`src/rtl/ram_master_pkg.sv`:
```
// Shared types and default sizing for the ram_master burst RAM controller.
package ram_master_pkg;

  localparam int unsigned DEF_ADDR_SIZE   = 10;
  localparam int unsigned DEF_WORD_SIZE   = 8;
  localparam int unsigned DEF_WAIT_STATES = 1;

  typedef enum logic [1:0] {
    ST_IDLE   = 2'd0,
    ST_SETUP  = 2'd1,
    ST_ACCESS = 2'd2
  } state_e;

endpackage

```
`src/rtl/ram_master.sv`:
```
// Burst RAM master: accepts a read/write command of 1..16 beats and drives a
// synchronous RAM with a SETUP phase followed by WAIT_STATES+1 ACCESS cycles per beat.
module ram_master
  import ram_master_pkg::*;
#(
  parameter int unsigned ADDR_SIZE   = DEF_ADDR_SIZE,
  parameter int unsigned WORD_SIZE   = DEF_WORD_SIZE,
  parameter int unsigned WAIT_STATES = DEF_WAIT_STATES
) (
  input  logic                 clk,
  input  logic                 rst,
  input  logic                 req_valid,
  output logic                 req_ready,
  input  logic                 req_wr,
  input  logic [ADDR_SIZE-1:0] req_addr,
  input  logic [3:0]           req_len,
  input  logic                 wdata_valid,
  output logic                 wdata_ready,
  input  logic [WORD_SIZE-1:0] wdata,
  output logic                 rdata_valid,
  output logic [WORD_SIZE-1:0] rdata,
  output logic                 ram_cs,
  output logic                 ram_wr,
  output logic [ADDR_SIZE-1:0] ram_addr,
  output logic [WORD_SIZE-1:0] ram_wdata,
  input  logic [WORD_SIZE-1:0] ram_rdata,
  output logic                 busy
);

  localparam logic [3:0] WAIT_INIT = 4'(WAIT_STATES);

  state_e                 state_q;
  logic                   wr_q;
  logic [ADDR_SIZE-1:0]   addr_q;
  logic [ADDR_SIZE-1:0]   addr_d;
  logic [WORD_SIZE-1:0]   wdata_q;
  logic [WORD_SIZE-1:0]   rdata_q;
  logic                   rdata_valid_q;
  logic [3:0]             beats_q;
  logic [3:0]             wait_q;

  // Natural wrap of the adder gives the modulo-2^ADDR_SIZE beat address.
  assign addr_d = addr_q + {{(ADDR_SIZE-1){1'b0}}, 1'b1};

  // Control strobes decode directly from registered state so reset clears them at once.
  assign busy        = (state_q != ST_IDLE);
  assign req_ready   = (state_q == ST_IDLE) && !rst;
  assign wdata_ready = (state_q == ST_SETUP) && wr_q;
  assign ram_cs      = (state_q != ST_IDLE);
  assign ram_wr      = (state_q == ST_ACCESS) && wr_q;
  assign ram_addr    = addr_q;
  assign ram_wdata   = wdata_q;
  assign rdata       = rdata_q;
  assign rdata_valid = rdata_valid_q;

  // Controller FSM with its beat/wait counters and data registers.
  always_ff @(posedge clk or posedge rst) begin
    if (rst) begin
      state_q       <= ST_IDLE;
      wr_q          <= 1'b0;
      addr_q        <= '0;
      wdata_q       <= '0;
      rdata_q       <= '0;
      rdata_valid_q <= 1'b0;
      beats_q       <= 4'd0;
      wait_q        <= 4'd0;
    end else begin
      rdata_valid_q <= 1'b0;
      case (state_q)
        ST_IDLE: begin
          if (req_valid) begin
            wr_q    <= req_wr;
            addr_q  <= req_addr;
            beats_q <= req_len;
            state_q <= ST_SETUP;
          end
        end
        ST_SETUP: begin
          if (!wr_q) begin
            wait_q  <= WAIT_INIT;
            state_q <= ST_ACCESS;
          end else if (wdata_valid) begin
            wdata_q <= wdata;
            wait_q  <= WAIT_INIT;
            state_q <= ST_ACCESS;
          end
        end
        ST_ACCESS: begin
          if (wait_q == 4'd0) begin
            if (!wr_q) begin
              rdata_q       <= ram_rdata;
              rdata_valid_q <= 1'b1;
            end
            if (beats_q == 4'd0) begin
              state_q <= ST_IDLE;
            end else begin
              beats_q <= beats_q - 4'd1;
              addr_q  <= addr_d;
              state_q <= ST_SETUP;
            end
          end else begin
            wait_q <= wait_q - 4'd1;
          end
        end
        default: state_q <= ST_IDLE;
      endcase
    end
  end

endmodule

```
`config.mk`:
```
export PLATFORM = sky130hd
export DESIGN_NAME = ram_master
export DESIGN_NICKNAME = d
export VERILOG_FILES = /design/src/rtl/ram_master_pkg.sv /design/src/rtl/ram_master.sv
export SDC_FILE = /design/constraint.sdc
export NUM_CORES = 1
export LEC_CHECK = 0
export ABC_AREA = 1
export CAP_MARGIN = 20
export CORE_ASPECT_RATIO = 1.25
export CORE_MARGIN = 5
export CORE_UTILIZATION = 41
export CTS_BUF_LIST = sky130_fd_sc_hd__clkbuf_16
export DETAILED_ROUTE_END_ITERATION = 10
export GPL_TIMING_DRIVEN = 0
export PLACE_DENSITY = 0.75
export SLEW_MARGIN = 15
export SYNTH_ARGS = -nofsm -noshare
export SYNTH_HDL_FRONTEND = slang
export SYNTH_SLANG_ARGS = --single-unit
```
`constraint.sdc`:
```
create_clock -name clk -period 1.3 [get_ports clk]
set_clock_uncertainty 0.05 [all_clocks]
set_input_delay 0.39 -clock clk [delete_from_list [all_inputs] [get_ports clk]]
set_output_delay 0.39 -clock clk [all_outputs]
set_load 0.01 [all_outputs]
```
==> results.md <==
- Run status: finished with violations
- Violations in the final reports: negative setup slack
- Number of H-tree levels: 2
- CP Data Arrival Time: 1180 ps
- Hold bufs inserted after CTS: 0
- Area of the multi-input gates: 0.00102 mm^2
- Final-report hold violation count: 0
- Most frequent cells after synthesis: nand2_1 (111), dfrtp_1 (38), inv_1 (22), nand3_1 (22), nor2_1 (22)
- Primary FF master, synth: dfrtp_1
- Portion of total power attributed to sequential cells: 0.277
- Number of diodes added for antenna fixing: 0
- Nets in the synthesized netlist: 309
- Largest buffer count on any clock path: 2
- Later-pin clock latency in the skew report: 270 ps
- Fill cells: 441
- Final Cycle Share: 1.24
- LEAKAGE: 1.57 nW
- Worst Setup Path Type: register to primary output
- Type of destination of the critical path: primary output
- Slew headroom: 0.452
- Final routed wire length divided by cell count: 12.6 um
- Combinational power share: 0.578
- Via count: 2022
- Cell depth of the worst flop-to-flop path: 9
- Gr ovfl total: 0
- Clk network pwr share: 0.145
- Async set or reset register ratio after synthesis: 1.00
- Synth unique cells: 26
- Initial detailed-routing violation count: 125
- Average cell area after synthesis: 7.58 um^2
- Starting Density: 0.426
- Post-synth EDFFs: 0
- Die width: 73.2 um
- Share of post-route cells with drive strength above 1: 0.291
- Final RePlAce weighted congestion: 0.831
- Clock tree sinks: 38
- DRC violations left: 0
- Maximum achievable frequency: 619 MHz
- PnR Total Power: 7.57 mW
- Area of the mapped netlist: 0.00205 mm^2
- Utilization after layout: 0.639
- Placement Rows: 28
- Remaining antenna violation count after routing: 0
- Switch share: 0.417
- Number of cells produced by synthesis: 270
- First-pass GRT wire length: 8950 um
- Max-slew violation count: 0
- R2R Setup Slk: -260 ps
- TritonCTS buffer count: 5
- Leading cell type by number of instances after synthesis: nand2_1
- Die area: 0.00651 mm^2
- Top cell type's share of synthesized area: 0.465
- Largest net degree at the start of global routing: 39
- Area growth from synthesis to layout: 49.8%
- Overall routed net length: 5320 um
- Detail-routed via count per cell: 4.80
- Minimum clock period: 1620 ps
- Pin slew with the least headroom to its limit: 820 ps
- Path class of the lowest-slack min-delay path: input pin to async pin
- Post-CTS clock slew at the launch and capture registers of the worst setup and hold paths: 50 ps
- Maximum capacitance violations: 0
- Vias in the first global route: 1993
- Crit path max fanout: 4
- Synthesis warning total: 0
- Core footprint: 0.00480 mm^2
- Total of flip-flops plus latches after synthesis: 38
- Vert. Die Dim: 89 um
- Cell type contributing the most total cell area after synthesis: dfrtp_1
- Final setup vio count: 33
- Switch Pwr: 3.16 mW
- Worst reg2reg endpoint: ram_addr[1]
- Number of detailed-route iterations in the first pass: 4
- Cell at the root of the clock tree: clkbuf_16
- Count of input and output buffers: 66
- IO Pins: 67
- Int Power: 4.41 mW
- Share of the yosys chip area belonging to registers: 0.465
- Antenna violations before repair: 0
- FF-to-FF Start: state_q[1]
- Setup WS post-layout: -316 ps
- Required time worst endpoint: 860 ps
- Power per Cell Area: 2470 mW/mm^2
- Area used by sequential logic in the layout: 953 um^2
- Leading cell types by total area after synthesis: dfrtp_1 (46%), nand2_1 (20%), nand3_1 (5.4%)
- Critical Path Source Type: register
- CTS tree: built
- Peak ir drop on the vdd network: 1.14 mV
- Detail Placement HPWL: 3750 um
- Unrepaired setup endpoints after global routing: true
- GRT Total Usage: 0.176
- NumNets Final: 401
-- layout make-up --
class,instances,area share
timing repair buffer,85,0.233
inverter,28,0.0400
clock inverter,1,0.00122
timing repair inverter,1,0.00204
tap,60,0.0245
buffer,5,0.0163
clock buffer,5,0.0408
multi-input combinational,198,0.331
sequential,38,0.311
-- cells in the final DEF (no fill, tap or decap), types with 5 or more instances in the layout --
cell type | synthesis | routed
nand2_1 | 111 | 109
dfrtp_1 | 38 | 36
clkdlybuf4s50_1 | 0 | 33
buf_2 | 0 | 27
nand3_1 | 22 | 21
nor2_1 | 22 | 17
buf_4 | 2 | 16
inv_1 | 22 | 14
inv_2 | 4 | 8
o21ai_0 | 8 | 7
buf_6 | 2 | 7
nand3_2 | 5 | 6
o21ai_2 | 4 | 5
clkbuf_16 | 0 | 5
-- cells by family after synthesis --
logic type / share of synthesized area
AND/OR/NAND/NOR: 0.380
buffers and inverters: 0.0740
flip-flops: 0.465
adder cells (fa/ha/maj): 0.0245
AO/OA/AOI/OAI: 0.0575
-- metal layers --
| layer | routed length [um] | track usage | part of all wire | vias up |
|---|---|---|---|---|
| met2 | 2690 | 0.310 | 0.50 | 71 |
| li1 | - | - | - | 1024 |
| met3 | 470 | 0.0506 | 0.088 | 4 |
| met4 | 31 | 0.0621 | 0.0058 | 0 |
| met1 | 2130 | 0.203 | 0.40 | 923 |
| met5 | 0 | 0 | 0 | - |
-- metrics by stage --
step | setup TNS [ps] | std cells | cell area [um^2] | setup WS (ps) | hold slack (ps)
final | -6440 | 421 | 3070 | -316 | 293
after global routing | -8580 | 421 | 3070 | -345 | 399
after CTS | -6030 | 420 | 3020 | -297 | 417
after detailed placement | -25360 | 396 | 2830 | -785 | 408
after global placement | -23850 | 396 | 2830 | -793 | 404
after floorplan | -786 | 270 | 2090 | -82.7 | 306
-- critical path, cell delays in order, from the launching register on --
cell and delay, ps:
dfrtp_2 450, inv_2 70, nor2_4 150, inv_6 50, nor2_4 80, buf_6 100
-- repair_timing --
action / in CTS / in global routing
gates resized for setup: 151 / 11
endpoints found under the setup margin: 68 / 83
pin swaps: 6 / 2
buffers inserted: 18 / 1
cloned: 1 / 0
-- power by group through the flow --
| stage | Combinational [mW] | Clock, mW | Sequential, mW |
|---|---|---|---|
| 4_1_cts | 4.23 | 1.13 | 2.09 |
| 3_3_place_gp | 3.72 | 0 | 2.16 |
| 2_1_floorplan | 2.15 | 0 | 2.29 |
| 3_5_place_dp | 3.83 | 0 | 2.17 |
| 5_1_grt | 4.88 | 1.19 | 2.17 |
| 6_report | 4.38 | 1.10 | 2.09 |
-- worst max-delay path by stage --
stage	from	end	slack, ps	cells after the start
after floorplan	state_q[1]	ram_wr	-80	5
after global placement	state_q[1]	ram_wr	-790	6
after detailed placement	state_q[1]	ram_wr	-780	6
after CTS	state_q[1]	ram_wr	-300	5
after global routing	state_q[1]	ram_wr	-350	5
final	state_q[1]	ram_wr	-320	5
-- registers in the layout, indices dropped and copies added (netlist names) --
register     count
rdata_valid      1
beats_q          4
ram_addr        10
wait_q           4
rdata            8
state_q          2
wr_q             1
ram_wdata        8
No activity file was read; power rests on OpenSTA's default activity.
